<file path="src/rtl/isdu_pkg.sv">
// -----------------------------------------------------------------------------
// isdu_pkg
// Shared definitions for the LC-3 subset instruction sequencer:
//   - state_t   : sequencer state encoding
//   - OP_*      : IR[15:12] opcode values the sequencer decodes
//   - PCMUX_*, ADDR2_*, ALUK_* : mux/ALU encodings shared with the datapath
//   - ctrl_t    : bundle of every control output, registered as one word
// -----------------------------------------------------------------------------
package isdu_pkg;

    typedef enum logic [4:0] {
        S_HALTED,
        S_FETCH1,
        S_FETCH2,
        S_FETCH3,
        S_DECODE,
        S_ADD,
        S_AND,
        S_NOT,
        S_BR0,
        S_BR1,
        S_JMP,
        S_LDR1,
        S_LDR2,
        S_LDR3,
        S_STR1,
        S_STR2,
        S_STR3,
        S_PAUSE1,
        S_PAUSE2
    } state_t;

    localparam logic [3:0] OP_BR    = 4'b0000;
    localparam logic [3:0] OP_ADD   = 4'b0001;
    localparam logic [3:0] OP_AND   = 4'b0101;
    localparam logic [3:0] OP_LDR   = 4'b0110;
    localparam logic [3:0] OP_STR   = 4'b0111;
    localparam logic [3:0] OP_NOT   = 4'b1001;
    localparam logic [3:0] OP_JMP   = 4'b1100;
    localparam logic [3:0] OP_PAUSE = 4'b1101;

    localparam logic [1:0] PCMUX_INC   = 2'd0;
    localparam logic [1:0] PCMUX_BUS   = 2'd1;
    localparam logic [1:0] PCMUX_ADDER = 2'd2;

    localparam logic       ADDR1_PC    = 1'b0;
    localparam logic       ADDR1_SR1   = 1'b1;

    localparam logic [1:0] ADDR2_ZERO   = 2'd0;
    localparam logic [1:0] ADDR2_SEXT6  = 2'd1;
    localparam logic [1:0] ADDR2_SEXT9  = 2'd2;
    localparam logic [1:0] ADDR2_SEXT11 = 2'd3;

    localparam logic [1:0] ALUK_ADD   = 2'd0;
    localparam logic [1:0] ALUK_AND   = 2'd1;
    localparam logic [1:0] ALUK_NOT   = 2'd2;
    localparam logic [1:0] ALUK_PASSA = 2'd3;

    typedef struct packed {
        logic       ld_mar;
        logic       ld_mdr;
        logic       ld_ir;
        logic       ld_ben;
        logic       ld_cc;
        logic       ld_reg;
        logic       ld_pc;
        logic       ld_led;
        logic       gate_pc;
        logic       gate_mdr;
        logic       gate_alu;
        logic       gate_marmux;
        logic [1:0] pcmux;
        logic       addr1mux;
        logic [1:0] addr2mux;
        logic [1:0] aluk;
        logic       drmux;
        logic       sr1mux;
        logic       sr2mux;
        logic       mem_oe;
        logic       mem_we;
    } ctrl_t;

    // States that hold the SRAM strobe for MEM_WAIT cycles.
    function automatic logic is_wait_state(input state_t s);
        return (s == S_FETCH2) || (s == S_LDR2) || (s == S_STR3);
    endfunction

endpackage

</file>
<file path="src/rtl/isdu_ctrl_mem_wait_cnt.sv">
// -----------------------------------------------------------------------------
// mem_wait_cnt
// 3-bit cycle counter used to stretch SRAM accesses to MEM_WAIT cycles.
// Ports:
//   Clk, Reset   : clock, synchronous active-low reset
//   clr_i        : restart the count at 0 (asserted on entry to a wait state)
//   en_i         : advance the count (asserted while staying in a wait state)
//   done_o       : current count is the last cycle of the access
//   last_nxt_o   : the count about to be loaded is the last cycle; lets the
//                  sequencer register LD_MDR so it lines up with done_o
// -----------------------------------------------------------------------------
module mem_wait_cnt #(
    parameter int MEM_WAIT = 2
) (
    input  logic Clk,
    input  logic Reset,
    input  logic clr_i,
    input  logic en_i,
    output logic done_o,
    output logic last_nxt_o
);

    localparam logic [2:0] LAST = 3'(MEM_WAIT - 1);

    logic [2:0] cnt_q;
    logic [2:0] cnt_d;

    always_comb begin
        cnt_d = cnt_q;
        if (clr_i) begin
            cnt_d = 3'd0;
        end else if (en_i) begin
            cnt_d = cnt_q + 3'd1;
        end
    end

    always_ff @(posedge Clk) begin
        if (!Reset) begin
            cnt_q <= 3'd0;
        end else begin
            cnt_q <= cnt_d;
        end
    end

    assign done_o     = (cnt_q == LAST);
    assign last_nxt_o = (cnt_d == LAST);

endmodule

</file>
<file path="src/rtl/isdu_ctrl.sv">
// -----------------------------------------------------------------------------
// isdu_ctrl
// Moore-style fetch/decode/execute sequencer for the LC-3 subset datapath.
// Every control output is registered: the output word for the state being
// entered is computed alongside the next state and loaded on the same edge,
// so outputs are glitch-free and always match the current state.
// Ports:
//   Clk, Reset          : clock, synchronous active-low reset
//   Run                 : leave HALTED (sampled only there)
//   Continue            : PAUSE handshake (high to leave PAUSE1, low to leave PAUSE2)
//   Opcode, IR_5, BEN   : IR[15:12], IR[5], registered branch enable
//   LD_*                : register load enables
//   Gate*               : one-hot bus drivers
//   PCMUX, ADDR1MUX, ADDR2MUX, ALUK, DRMUX, SR1MUX, SR2MUX : datapath selects
//   Mem_OE, Mem_WE      : active-high SRAM strobes, held MEM_WAIT cycles
// -----------------------------------------------------------------------------
module isdu_ctrl
    import isdu_pkg::*;
#(
    parameter int MEM_WAIT = 2
) (
    input  logic       Clk,
    input  logic       Reset,
    input  logic       Run,
    input  logic       Continue,
    input  logic [3:0] Opcode,
    input  logic       IR_5,
    input  logic       BEN,
    output logic       LD_MAR,
    output logic       LD_MDR,
    output logic       LD_IR,
    output logic       LD_BEN,
    output logic       LD_CC,
    output logic       LD_REG,
    output logic       LD_PC,
    output logic       LD_LED,
    output logic       GatePC,
    output logic       GateMDR,
    output logic       GateALU,
    output logic       GateMARMUX,
    output logic [1:0] PCMUX,
    output logic       ADDR1MUX,
    output logic [1:0] ADDR2MUX,
    output logic [1:0] ALUK,
    output logic       DRMUX,
    output logic       SR1MUX,
    output logic       SR2MUX,
    output logic       Mem_OE,
    output logic       Mem_WE
);

    state_t state_q;
    state_t state_d;
    ctrl_t  ctrl_q;
    ctrl_t  ctrl_d;

    logic wait_clr;
    logic wait_en;
    logic wait_done;
    logic wait_last_nxt;

    mem_wait_cnt #(
        .MEM_WAIT(MEM_WAIT)
    ) u_wait (
        .Clk       (Clk),
        .Reset     (Reset),
        .clr_i     (wait_clr),
        .en_i      (wait_en),
        .done_o    (wait_done),
        .last_nxt_o(wait_last_nxt)
    );

    // Next-state logic
    always_comb begin
        state_d = state_q;
        case (state_q)
            S_HALTED: if (Run) state_d = S_FETCH1;
            S_FETCH1: state_d = S_FETCH2;
            S_FETCH2: if (wait_done) state_d = S_FETCH3;
            S_FETCH3: state_d = S_DECODE;
            S_DECODE: begin
                case (Opcode)
                    OP_ADD:   state_d = S_ADD;
                    OP_AND:   state_d = S_AND;
                    OP_NOT:   state_d = S_NOT;
                    OP_BR:    state_d = S_BR0;
                    OP_JMP:   state_d = S_JMP;
                    OP_LDR:   state_d = S_LDR1;
                    OP_STR:   state_d = S_STR1;
                    OP_PAUSE: state_d = S_PAUSE1;
                    default:  state_d = S_FETCH1;   // unsupported opcode: NOP
                endcase
            end
            S_ADD, S_AND, S_NOT: state_d = S_FETCH1;
            S_BR0:    state_d = BEN ? S_BR1 : S_FETCH1;
            S_BR1:    state_d = S_FETCH1;
            S_JMP:    state_d = S_FETCH1;
            S_LDR1:   state_d = S_LDR2;
            S_LDR2:   if (wait_done) state_d = S_LDR3;
            S_LDR3:   state_d = S_FETCH1;
            S_STR1:   state_d = S_STR2;
            S_STR2:   state_d = S_STR3;
            S_STR3:   if (wait_done) state_d = S_FETCH1;
            S_PAUSE1: if (Continue) state_d = S_PAUSE2;
            S_PAUSE2: if (!Continue) state_d = S_FETCH1;
            default:  state_d = S_HALTED;
        endcase
    end

    // Wait counter restarts on every entry to a wait state and counts while
    // the sequencer stays there; no wait state can follow itself directly.
    assign wait_clr = is_wait_state(state_d) && (state_d != state_q);
    assign wait_en  = is_wait_state(state_q) && (state_d == state_q);

    // Output word for the state being entered
    always_comb begin
        ctrl_d = '0;
        case (state_d)
            S_FETCH1: begin
                ctrl_d.gate_pc = 1'b1;
                ctrl_d.ld_mar  = 1'b1;
                ctrl_d.pcmux   = PCMUX_INC;
                ctrl_d.ld_pc   = 1'b1;
            end
            S_FETCH2, S_LDR2: begin
                ctrl_d.mem_oe = 1'b1;
                ctrl_d.ld_mdr = wait_last_nxt;   // capture data on the final read cycle
            end
            S_FETCH3: begin
                ctrl_d.gate_mdr = 1'b1;
                ctrl_d.ld_ir    = 1'b1;
            end
            S_DECODE: ctrl_d.ld_ben = 1'b1;
            S_ADD, S_AND, S_NOT: begin
                ctrl_d.gate_alu = 1'b1;
                ctrl_d.ld_reg   = 1'b1;
                ctrl_d.ld_cc    = 1'b1;
                if (state_d == S_ADD) begin
                    ctrl_d.aluk   = ALUK_ADD;
                    ctrl_d.sr2mux = IR_5;
                end else if (state_d == S_AND) begin
                    ctrl_d.aluk   = ALUK_AND;
                    ctrl_d.sr2mux = IR_5;
                end else begin
                    ctrl_d.aluk   = ALUK_NOT;
                end
            end
            S_BR1: begin
                ctrl_d.addr1mux = ADDR1_PC;
                ctrl_d.addr2mux = ADDR2_SEXT9;
                ctrl_d.pcmux    = PCMUX_ADDER;
                ctrl_d.ld_pc    = 1'b1;
            end
            S_JMP: begin
                ctrl_d.addr1mux = ADDR1_SR1;
                ctrl_d.addr2mux = ADDR2_ZERO;
                ctrl_d.pcmux    = PCMUX_ADDER;
                ctrl_d.ld_pc    = 1'b1;
            end
            S_LDR1, S_STR1: begin
                ctrl_d.addr1mux    = ADDR1_SR1;
                ctrl_d.addr2mux    = ADDR2_SEXT6;
                ctrl_d.gate_marmux = 1'b1;
                ctrl_d.ld_mar      = 1'b1;
            end
            S_LDR3: begin
                ctrl_d.gate_mdr = 1'b1;
                ctrl_d.ld_reg   = 1'b1;
                ctrl_d.ld_cc    = 1'b1;
            end
            S_STR2: begin
                ctrl_d.sr1mux   = 1'b1;
                ctrl_d.aluk     = ALUK_PASSA;
                ctrl_d.gate_alu = 1'b1;
                ctrl_d.ld_mdr   = 1'b1;
            end
            S_STR3: ctrl_d.mem_we = 1'b1;
            // LED latch pulses only on the cycle PAUSE1 is entered
            S_PAUSE1: ctrl_d.ld_led = (state_q != S_PAUSE1);
            default: ctrl_d = '0;
        endcase
    end

    always_ff @(posedge Clk) begin
        if (!Reset) begin
            state_q <= S_HALTED;
            ctrl_q  <= '0;
        end else begin
            state_q <= state_d;
            ctrl_q  <= ctrl_d;
        end
    end

    assign LD_MAR     = ctrl_q.ld_mar;
    assign LD_MDR     = ctrl_q.ld_mdr;
    assign LD_IR      = ctrl_q.ld_ir;
    assign LD_BEN     = ctrl_q.ld_ben;
    assign LD_CC      = ctrl_q.ld_cc;
    assign LD_REG     = ctrl_q.ld_reg;
    assign LD_PC      = ctrl_q.ld_pc;
    assign LD_LED     = ctrl_q.ld_led;
    assign GatePC     = ctrl_q.gate_pc;
    assign GateMDR    = ctrl_q.gate_mdr;
    assign GateALU    = ctrl_q.gate_alu;
    assign GateMARMUX = ctrl_q.gate_marmux;
    assign PCMUX      = ctrl_q.pcmux;
    assign ADDR1MUX   = ctrl_q.addr1mux;
    assign ADDR2MUX   = ctrl_q.addr2mux;
    assign ALUK       = ctrl_q.aluk;
    assign DRMUX      = ctrl_q.drmux;
    assign SR1MUX     = ctrl_q.sr1mux;
    assign SR2MUX     = ctrl_q.sr2mux;
    assign Mem_OE     = ctrl_q.mem_oe;
    assign Mem_WE     = ctrl_q.mem_we;

endmodule
</file>
<file path="config.mk">
export PLATFORM = sky130hd
export DESIGN_NAME = isdu_ctrl
export DESIGN_NICKNAME = d
export VERILOG_FILES = /design/src/rtl/isdu_pkg.sv /design/src/rtl/isdu_ctrl_mem_wait_cnt.sv /design/src/rtl/isdu_ctrl.sv
export SDC_FILE = /design/constraint.sdc
export NUM_CORES = 1
export LEC_CHECK = 0
export ABC_AREA = 0
export CAP_MARGIN = 5
export CORE_ASPECT_RATIO = 1.2
export CORE_MARGIN = 2
export CORE_UTILIZATION = 45
export CTS_CLUSTER_DIAMETER = 100
export CTS_CLUSTER_SIZE = 25
export DETAILED_ROUTE_END_ITERATION = 8
export PLACE_DENSITY = 0.74
export SLEW_MARGIN = 20
export SYNTH_ARGS = -nofsm -noshare
export SYNTH_HDL_FRONTEND = slang
export SYNTH_SLANG_ARGS = --single-unit
export TNS_END_PERCENT = 5
</file>
<file path="constraint.sdc">
create_clock -name Clk -period 3.4 [get_ports Clk]
set_clock_uncertainty 0.1 [all_clocks]
set_input_delay 0.51 -clock Clk [delete_from_list [all_inputs] [get_ports Clk]]
set_output_delay 0.51 -clock Clk [all_outputs]
set_load 0.01 [all_outputs]
</file>
* Word level (Yosys, flattened, before mapping) *
Memory sizes are Yosys's and may differ from the RTL's.
Cells that the tools add are included.

cells by class
  multiplexer cells = 30
  $add $sub $neg = 1
  equal/unequal tests = 39
  reduce and logical (&&, ||, !) cells = 19

operators by type and width
  operator            number
  $eq 5x4->1 const B  15
  $pmux 5 s14         1
  $eq 5x3->1 const B  8
  $mux 5              6
  $eq 5x5->1 const B  5
  $eq 5x2->1 const B  4
  $mux 1              13
  $eq 5x1->1 const B  2
  $pmux 3 s3          1
  $reduce_or 3->1     3
  $mux 2              4
  $reduce_or 2->1     4
  $reduce_or 4->1     2
  $eq 3x1->1 const B  2
  $mux 3              2
  $reduce_or 6->1     1
  $eq 5x5->1          1
  $logic_not 5->1     1
  $ne 5x5->1          1
  $ne 5x5->1 const B  1
  $logic_or 1x1->1    4
  $mux 4              1
  $pmux 2 s2          1
  $reduce_and 2->1    2
  3 further kinds     4

word-level totals
  memories = 1
  register bits = 32
  bits in read-only memories = 80
  input bits = 10

memories
  name              depth  bits a word  rd ports  clocked after Yosys merged registers in  wr ports  RTL line         source
  (name not given)  16     5            1         0                                        0         isdu_ctrl.sv:82  case (Opcode)

* Logic depth before layout (Yosys ltp) *
Gate-level depths: netlist of run 1.

  depth in word-level cells = 10
  gate-level depth with buffers = 11

* By module *
Synthesis of run 1 repeated with hierarchy kept, for this count alone.

unflattened totals
  cell total of the unflattened synthesis = 190
  area, all modules = 1652.8 sq um

modules (own cells, without submodules)
  module        cells an instance  area each (sq um)  instances
  isdu_ctrl     170                1457.6             1
  mem_wait_cnt  20                 195.2              1

* Worst setup path before layout of run 1 *
No wires, ideal clock.

  kind = input to register
  start = in Opcode[2]
  end = reg ctrl_q, in the netlist LD_MDR
  path slack = 0.921 ns
  cell stages on the path = 7
  required time = 3.216 ns
  arrival time = 2.295 ns
  path buffers = 1
  library setup time = 0.084 ns
  cell sequence = buf_6 or3_4 a21oi_2 o31ai_2 or3_2 or4_1 o31ai_2

on the way
  longest elaborated chain between the ends = 9

RTL lines
  item                                             RTL line                          source
  from (decl)                                      isdu_ctrl.sv:26                   input logic [3:0] Opcode,
  $mem_v2 16x5 (*)                                 --
  $pmux 5 s14 (*)                                  isdu_ctrl.sv:76                   case (state_q)
  $eq 5x2->1 / $eq 5x4->1 (equally long branches)  isdu_pkg.sv:85, isdu_ctrl.sv:118
  $logic_or 1x1->1 (2 in series)                   isdu_pkg.sv:85                    return (s == S_FETCH2) || (s == S_LDR2) || (s == S_STR3);
  $logic_and 1x1->1                                isdu_ctrl.sv:112                  assign wait_clr = is_wait_state(state_d) && (state_d != state_q);
  $mux 3                                           isdu_ctrl_mem_wait_cnt.sv:30      if (clr_i) begin
  $eq 3x1->1                                       isdu_ctrl_mem_wait_cnt.sv:46      assign last_nxt_o = (cnt_d == LAST);
  $pmux 1 s2 (*)                                   isdu_ctrl.sv:118                  case (state_d)
  to (signal assigned)                             isdu_ctrl.sv:190                  ctrl_q <= ctrl_d;
  to (decl)                                        isdu_ctrl.sv:54                   ctrl_t ctrl_q;

Mark *: on every way between the ends. The rest lies on a longest branch, timed or not.
A chain may end at the register's enable or synchronous reset.

* Worst setup path after layout of run 1 *
  start = in Opcode[0]
  end = reg ctrl_q, in the netlist LD_MDR

The elaborated chain is that of the path after synthesis.

==> flow_summary.json, run 1 <==
{
  "status": "finished, final reports clean",
  "cts_tree": "done",
  "worst_path_largest_cell_delay_ns": 0.57,
  "cts.sinks": 28,
  "p_int_uw": 876,
  "grt_max_degree": 19,
  "numCtsBuffers": 3,
  "cpMaxStageDelayCell": "or3_2",
  "clock_path_buffers": 2,
  "final.setup.tns_ns": 0,
  "finalCriticalPeriod_ns": 2.92,
  "switchingPower_uw": 596,
  "synthFlopType": "dfxtp_1",
  "power_leakage_uw": 0.000764,
  "gr-total-overflow": 0,
  "dp_cells": 256,
  "synth_seq_cells": 28,
  "drc_errors": 0,
  "critPathMostFrequentCell": "o31ai_2",
  "grt_setup_unrepaired": "false",
  "startpoint_type": "primary input",
  "drv_cap": 0,
  "cts-root-buf": "clkbuf_8",
  "syn_inst": 193,
  "synthTopCellsByArea": "dfxtp_1, nor3_1, a21oi_1",
  "p_comb_share_pct": 53.6,
  "vdd_drop_max_v": 0.000240,
  "post_drt_wl_per_cell_um": 13.6,
  "ant_nets": 0,
  "synthToLayoutAreaGrowth_pct": 21.4,
  "holdCritPathClass": "flip-flop to flip-flop",
  "path_max_fanout": 12,
  "num_antenna_cells": 0,
  "synth-edff-count": 0,
  "cts_resized": 0,
  "core_um2": 3600,
  "die_area_um2": 4240,
  "dieHeight_um": 70.9,
  "viasPerCell": 5.54,
  "synth_top_area_share_pct": 33.4,
  "clock_latency_ns": 0.26,
  "swShare_pct": 40.5,
  "fp-row-count": 24,
  "critical_path.top_delay_family": "simple AND/OR/NAND/NOR gates",
  "dpl.hpwl_um": 2760,
  "wirelength_um": 3530,
  "final_cell_count_no_fill": 260,
  "avgSynthCellArea_um2": 8.71,
  "drive_above_1_share_pct": 14.0,
  "yosys.area.top_type": "dfxtp_1",
  "ios": 34,
  "power_frac_clock_pct": 17.0,
  "gp_congestion": 0.952,
  "grt_util_all_layers_pct": 17.2,
  "drt-initial-drc-count": 30,
  "critical_path_class": "primary input to flip-flop",
  "holdBufCountCts": 0,
  "seqPwrFrac_pct": 29.5,
  "timing.final.crit_share_pct": 86.0,
  "fin_nets": 234,
  "synth_area_um2": 1680,
  "cp_data_required_time_ns": 3.49,
  "first_pass_iters": 4,
  "die_x_um": 59.8,
  "power.density_nw_per_um2": 721,
  "fmaxAchievable_mhz": 342,
  "antenna_found_initial": 0,
  "clk_pin_slew_worst_paths_ns": 0.09,
  "path_cells": "clkdlybuf4s50_1, or3_4, a21oi_2, o31ai_2, or3_2, or4_1, o31ai_2",
  "start_util_pct": 46.6,
  "async_reset_ff_share_pct": 0,
  "slew_violations": 0,
  "io_buffers": 31,
  "synth_cell_type_count": 57,
  "synth_seq_area_share_pct": 33.4,
  "setup_viol": 0,
  "vias": 1440,
  "cts_setup_buffers": 0,
  "grt_pass1_wl_um": 5620,
  "grt_pass1_vias": 1219,
  "hold_viol": 0,
  "yosysWarnings": 0,
  "maxSlewHeadroom_pct": 55.3,
  "worstMarginPinSlew_ns": 0.653,
  "whs_ns": 0.483,
  "critical_path_arrival_ns": 3.01,
  "cp_num_buf_inv": 1,
  "cp-end-kind": "flip-flop",
  "cts-htree-levels": 1
}
==> registers in the layout, indices dropped and copies added (netlist names), 2 cells and up <==
signal        cells
ADDR2MUX          2
ALUK              2
state_q           5
u_wait.cnt_q      3
==> layout by cell type (no fill, tap or decap), drive strengths merged, types with 5 or more instances in the layout <==
cell,synthesis,routed
clkdlybuf4s50,0,31
dfxtp,28,28
nand2,14,14
nor2,14,14
a21oi,14,14
nor3,13,13
inv,11,11
buf,15,8
o21ai,7,7
nand2b,6,6
xnor2,6,6
a2111oi,5,5
==> Yosys cell counts (5+ instances only) <==
library cell / n
nand2b_1: 6
buf_4: 6
inv_1: 10
dfxtp_1: 28
a21oi_1: 11
nand2_1: 14
nor2_1: 14
o21ai_0: 6
buf_2: 5
xnor2_1: 6
nor3_1: 13
==> tightest hold or removal path: cells and delay by family, from the launching register on <==
family	cells	cell delay, ns
compound gates	1	0.06
simple gates	1	0.13
flops	1	0.34
==> kinds of logic (layout without fill, tap and decap cells) <==
family	after synthesis	in the layout	share of synthesized area (%)
other cells	1	2	0.223
simple gates	81	81	27.8
flops	28	28	33.4
compound gates	46	46	22.5
mux	1	1	0.596
xor+xnor	7	7	3.65
fa+ha+maj	2	2	1.49
buf+inv	27	54	10.4
==> routing by layer <==
layer	GRT usage [%]	vias to the layer above	wire, µm
met5	0	-	0
met4	9.14	0	118
met3	2.19	8	101
met2	26.7	38	1660
met1	22.7	651	1650
li1	-	743	-
==> path summary, 6_finish.rpt <==
| check | start | end | slack (ns) | depth (start not counted) |
|---|---|---|---|---|
| max | Opcode[0] | LD_MDR$_SDFF_PN0_ | 0.48 | 7 |
| min | u_wait.cnt_q[1]$_SDFF_PN0_ | u_wait.cnt_q[1]$_SDFF_PN0_ | 0.48 | 2 |
| min reg2reg | u_wait.cnt_q[1]$_SDFF_PN0_ | u_wait.cnt_q[1]$_SDFF_PN0_ | 0.48 | 2 |
| max reg2reg | state_q[1]$_SDFF_PN0_ | LD_MDR$_SDFF_PN0_ | 0.59 | 7 |
==> area by class of cell <==
type,instances,area [µm²]
clock buffer,3,41.3
clock inverter,1,30.0
fill,349,1560
inverter,11,41.3
multi-input combinational,139,948
sequential,28,561
tap,39,48.8
timing repair buffer,39,370
==> through the flow <==
step                      area (µm²)  total power, µW  setup WS, ns  utilization (%)
after floorplan                 1680             1040         0.921                -
after global placement          1970             1220         0.254             54.7
after detailed placement        1970             1230         0.219             54.7
after CTS                       2040             1470         0.494             56.6
after global routing            2040             1570         0.351             56.6
final                           2040             1470         0.476             56.6
==> power by group through the flow <==
stage          combinational [µW]  sequential (µW)  clock (µW)
6_report                      788              433         249
5_1_grt                       865              441         265
2_1_floorplan                 615              420           0
3_3_place_gp                  779              442           0
4_1_cts                       786              434         254
3_5_place_dp                  784              442           0
No activity file was read; power rests on OpenSTA's default activity.
==> inputs of run 2 (changes only) <==
--- a/config.mk
+++ b/config.mk
@@ -9,11 +9,11 @@
 export CAP_MARGIN = 5
 export CORE_ASPECT_RATIO = 1.2
 export CORE_MARGIN = 2
-export CORE_UTILIZATION = 45
+export CORE_UTILIZATION = 50
 export CTS_CLUSTER_DIAMETER = 100
 export CTS_CLUSTER_SIZE = 25
 export DETAILED_ROUTE_END_ITERATION = 8
-export PLACE_DENSITY = 0.74
+export PLACE_DENSITY = 0.81
 export SLEW_MARGIN = 20
 export SYNTH_ARGS = -nofsm -noshare
 export SYNTH_HDL_FRONTEND = slang
==> run 2 against run 1 <==
Utilization up 5.7 points. Die area down 9.4%. First-iteration DRC count increased by 23%. Clock power grew 2%. Cell area up 0.25%. Non-clock buffer count rose by 1. Highest routed layer unchanged.
==> flow_summary.json, run 2 (synthesis gave the netlist of run 1 again) <==
{
  "first_pass_iters": 4,
  "final.setup.tns_ns": 0,
  "critical_path_class": "flip-flop to flip-flop",
  "final_cell_mix": "clkdlybuf4s50_1, dfxtp_1, nand2_1, nor2_1, nor3_1",
  "path_cells": "nor3b_1, a2111oi_0, a311oi_2, a21oi_2, a2111oi_4, a211oi_2, o31ai_2",
  "synthToLayoutAreaGrowth_pct": 21.7,
  "core_um2": 3280,
  "fin_nets": 235,
  "setup_ws_ns": 0.600,
  "cts_tree": "done",
  "critical_path.top_delay_family": "compound AO/OA/AOI/OAI gates",
  "dpl_cell_area_um2": 1970,
  "cp-end-kind": "flip-flop",
  "clock_latency_ns": 0.27,
  "largest_register_ff_count": 5,
  "drc_errors": 0,
  "viasPerCell": 5.86,
  "cp_data_required_time_ns": 3.45,
  "slew_violations": 0,
  "grt_setup_unrepaired": "false",
  "clk_pin_slew_worst_paths_ns": 0.09,
  "holdCritPathClass": "flip-flop to flip-flop",
  "whs_ns": 0.479,
  "cts_resized": 0,
  "final_area_um2": 2050,
  "drive_above_1_share_pct": 14.4,
  "finalCriticalPeriod_ns": 2.80,
  "status": "finished, final reports clean",
  "grt_util_all_layers_pct": 20.1,
  "worst_path_largest_cell_delay_ns": 0.73,
  "ios": 34,
  "io_buffers": 31,
  "numCtsBuffers": 3,
  "fp-row-count": 23,
  "finish.utilization_pct": 62.4,
  "drt-initial-drc-count": 37,
  "num_antenna_cells": 0,
  "final_common_cell": "clkdlybuf4s50_1",
  "fillers": 302,
  "dieHeight_um": 67.5,
  "hold_viol": 0,
  "clock_path_buffers": 2,
  "drv_cap": 0,
  "die_area_um2": 3840,
  "power_leakage_uw": 0.000769,
  "worstMarginPinSlew_ns": 0.766,
  "holdBufCountCts": 0,
  "startpoint_type": "flip-flop",
  "cts_setup_buffers": 0,
  "cts-htree-levels": 1,
  "setup_viol": 0,
  "gr-total-overflow": 0,
  "gp_congestion": 0.990,
  "cpMaxStageDelayCell": "dfxtp_1",
  "antenna_found_initial": 0,
  "wirelength_um": 3660,
  "cp_num_buf_inv": 0,
  "grt_max_degree": 19,
  "power.density_nw_per_um2": 738,
  "top_register": "state_q",
  "dpl.hpwl_um": 2870,
  "critical_path_arrival_ns": 2.85,
  "top_regs": "state_q x5, u_wait.cnt_q x3",
  "ant_nets": 0,
  "maxSlewHeadroom_pct": 47.6,
  "place_ws_ns": 0.327,
  "vias": 1519,
  "grt_pass1_vias": 1339,
  "cts.sinks": 28,
  "post_drt_wl_per_cell_um": 14.1,
  "die_x_um": 56.9,
  "vdd_drop_max_v": 0.000549,
  "timing.final.crit_share_pct": 82.3,
  "fmaxAchievable_mhz": 357,
  "start_util_pct": 51.2,
  "cts-root-buf": "clkbuf_8",
  "grt_pass1_wl_um": 5990,
  "path_max_fanout": 18
}
-- run 2: cell types whose count changed in the layout (fill, tap and decap cells not counted), sizes merged --
cell,change
buf,+1
-- run 2: final timing paths --
kind	from	endpoint	slack [ns]	cells after the start
worst max-delay path	state_q[1]$_SDFF_PN0_	LD_MDR$_SDFF_PN0_	0.60	7
worst min-delay path	u_wait.cnt_q[1]$_SDFF_PN0_	u_wait.cnt_q[1]$_SDFF_PN0_	0.48	2
worst max register to register	state_q[1]$_SDFF_PN0_	LD_MDR$_SDFF_PN0_	0.60	7
worst min register to register	u_wait.cnt_q[1]$_SDFF_PN0_	u_wait.cnt_q[1]$_SDFF_PN0_	0.48	2
-- run 2: layer usage --
layer	up-vias	share of wire [%]	wire [µm]	track usage, %
met5	-	0	0	0
met4	0	4.3	156	14.2
met3	13	5.5	203	1.72
met2	68	50	1830	34.8
met1	691	40	1470	23.3
li1	747	-	-	-
-- run 2: final cells by class --
| class | count | area (µm²) | share of cell area (%) |
|---|---|---|---|
| inverter | 11 | 41.3 | 2.02 |
| sequential | 28 | 561 | 27.4 |
| clock buffer | 3 | 41.3 | 2.02 |
| multi-input combinational | 139 | 948 | 46.4 |
| clock inverter | 1 | 30.0 | 1.47 |
| tap | 37 | 46.3 | 2.26 |
| timing repair buffer | 40 | 378 | 18.5 |
-- run 2: worst register-to-register path: stages, from the launching register on --
cell	delay (ns)
dfxtp_1	0.73
nor3b_1	0.15
a2111oi_0	0.73
a311oi_2	0.13
a21oi_2	0.21
a2111oi_4	0.08
a211oi_2	0.43
o31ai_2	0.12
-- run 2: power breakdown --
part / internal (µW) / switching, µW
sequential: 379 / 62.1
clock: 158 / 96.4
combinational: 366 / 450
total: 902 / 608
-- run 2: stage by stage --
| step | total power (µW) | instances |
|---|---|---|
| final | 1510 | 259 |
| after global routing | 1600 | 259 |
| after CTS | 1520 | 259 |
| after detailed placement | 1260 | 255 |
| after global placement | 1240 | 255 |
| after floorplan | 1040 | 194 |
==> inputs of run 3 (changes only) <==
==> constraint.sdc (replaced) <==
create_clock -name Clk -period 2.75 [get_ports Clk]
set_clock_uncertainty 0.1 [all_clocks]
set_input_delay 0.4125 -clock Clk [delete_from_list [all_inputs] [get_ports Clk]]
set_output_delay 0.4125 -clock Clk [all_outputs]
set_load 0.01 [all_outputs]
==> run 3 against run 2 <==
Sequential cell count unchanged. Clock power up 24%. Via count up 2.8%. Sequential share of layout area down 2.1 points. Total power up 34%. Global-route usage up 2.0 points. Combinational power up 43%. Register-to-register slack worse by 0.42 ns. Hold slack worse by 0.0075 ns. Setup slack worse by 0.43 ns. Critical endpoint unchanged.
==> flow_summary.json, run 3 (synthesis gave the netlist of run 1 again) <==
{
  "grt_setup_unrepaired": "false",
  "worstReg2RegEnd": "ALUK[1]$_SDFF_PN0_",
  "finalCriticalPeriod_ns": 2.58,
  "critical_path_arrival_ns": 2.67,
  "worst_path_largest_cell_delay_ns": 0.55,
  "grt_util_all_layers_pct": 22.1,
  "status": "finished, final reports clean",
  "grt_busiest_layer": "met2",
  "whs_path_depth": 2,
  "clock_latency_ns": 0.27,
  "clock_path_buffers": 2,
  "whs_ns": 0.472,
  "path_cells": "clkdlybuf4s50_1, or3_4, a21oi_2, o31ai_2, or3_2, or4_1, o31ai_2",
  "hold_viol": 0,
  "num_antenna_cells": 0,
  "top_register": "state_q",
  "vdd_drop_max_v": 0.000713,
  "fillers": 271,
  "power.total_uw": 2020,
  "wirelength_um": 4060,
  "drt-initial-drc-count": 36,
  "die_area_um2": 3840,
  "critical_path.top_delay_family": "simple AND/OR/NAND/NOR gates",
  "cts-htree-levels": 1,
  "timing.final.crit_share_pct": 93.9,
  "ant_nets": 0,
  "fmaxAchievable_mhz": 387,
  "power.density_nw_per_um2": 907,
  "vias": 1562,
  "cts_tree": "done",
  "holdBufCountCts": 0,
  "cp_num_buf_inv": 1,
  "drc_errors": 0,
  "grt_pass1_vias": 1462,
  "use_met1_pct": 23.5,
  "fp-row-count": 23,
  "holdCritPathClass": "flip-flop to flip-flop",
  "cp-end-kind": "flip-flop",
  "min_from": "u_wait.cnt_q[1]$_SDFF_PN0_",
  "cpMaxStageDelayCell": "or4_1",
  "gr-total-overflow": 0,
  "cts_resized": 0,
  "dp_cells": 278,
  "die_x_um": 56.9,
  "clk_pin_slew_worst_paths_ns": 0.09,
  "drive_above_1_share_pct": 24.1,
  "r2r-start": "state_q[0]$_SDFF_PN0_",
  "cts_setup_buffers": 0,
  "grtUsageMet3_pct": 2.11,
  "cts.sinks": 28,
  "final_cell_mix": "buf_4, clkdlybuf4s50_1, dfxtp_1",
  "drv_cap": 0,
  "gp_congestion": 0.964,
  "largest_register_ff_count": 5,
  "ios": 34,
  "startpoint_type": "primary input",
  "met2_usage_pct": 44.1,
  "fin_nets": 258,
  "final_cell_count_no_fill": 282,
  "dieHeight_um": 67.5,
  "core_um2": 3280,
  "critPathMostFrequentCell": "o31ai_2",
  "cts-root-buf": "clkbuf_8",
  "grt_pass1_wl_um": 6670,
  "grt_max_degree": 17,
  "min_to": "u_wait.cnt_q[1]$_SDFF_PN0_",
  "cp_data_required_time_ns": 2.84,
  "numCtsBuffers": 3,
  "synthToLayoutAreaGrowth_pct": 32.9,
  "critical_path_class": "primary input to flip-flop",
  "reg2reg_depth": 9,
  "io_buffers": 31,
  "top_regs": "state_q x5, u_wait.cnt_q x3",
  "slew_violations": 0,
  "start_util_pct": 51.2,
  "antenna_found_initial": 0,
  "post_drt_wl_per_cell_um": 14.4,
  "dpl.hpwl_um": 3220,
  "first_pass_iters": 4,
  "final.setup.tns_ns": 0,
  "power_leakage_uw": 0.000884,
  "viasPerCell": 5.54,
  "final_common_cell": "buf_4",
  "setup_viol": 0,
  "path_max_fanout": 3,
  "ff2ff_setup_slack_ns": 0.18
}
run 3: cell count changes in the layout (fill, tap and decap cells not counted):
cell	previous run	this run
dfxtp_2	0	3
buf_4	9	32
nor3b_4	0	1
dfxtp_1	28	25
nor3b_1	4	3
run 3: layout make-up:
| type | count | area, µm² | share of cell area, % |
|---|---|---|---|
| clock inverters | 1 | 30.0 | 1.34 |
| inverters | 11 | 41.3 | 1.85 |
| clock buffers | 3 | 41.3 | 1.85 |
| well taps | 37 | 46.3 | 2.07 |
| repair buffers | 63 | 551 | 24.6 |
| multi-input cells | 139 | 960 | 43.0 |
| flip-flops and latches | 28 | 564 | 25.3 |
run 3: how the worst max path moves through the flow:
stage | from | to | slack (ns) | cells past startpoint
floorplan | Opcode[2] | LD_MDR$_SDFF_PN0_ | 0.37 | 7
global placement | Opcode[0] | LD_MDR$_SDFF_PN0_ | -0.03 | 7
detailed placement | Opcode[0] | LD_MDR$_SDFF_PN0_ | -0.09 | 7
CTS | u_wait.cnt_q[0]$_SDFF_PN0_ | LD_MDR$_SDFF_PN0_ | 0.09 | 9
global route | u_wait.cnt_q[1]$_SDFF_PN0_ | LD_MDR$_SDFF_PN0_ | 0.03 | 10
finish | Opcode[0] | LD_MDR$_SDFF_PN0_ | 0.17 | 7
run 3: routing by layer:
layer	share of wire, %	wire length (µm)	vias to the layer above
met5	0	0	-
met4	3.1	124	0
met3	3.3	135	11
met2	54	2180	46
met1	40	1620	714
li1	-	-	791
run 3: per-stage QoR:
step	setup WS [ns]	utilization, %	area (µm²)
floorplan	0.368	-	1680
global placement	-0.0307	65.4	2150
detailed placement	-0.0906	65.4	2150
CTS	0.0895	67.6	2220
global route	0.0264	68.1	2230
finish	0.167	68.1	2230
run 3: worst min-delay path, cell delays in order (launching register included):
cell and delay [ns]:
dfxtp_2 0.35, nor2_1 0.13, a2111oi_2 0.06
run 3: power breakdown:
part	switching (µW)	internal, µW
clock	121	195
combinational	606	564
sequential	66.3	472
total	794	1230
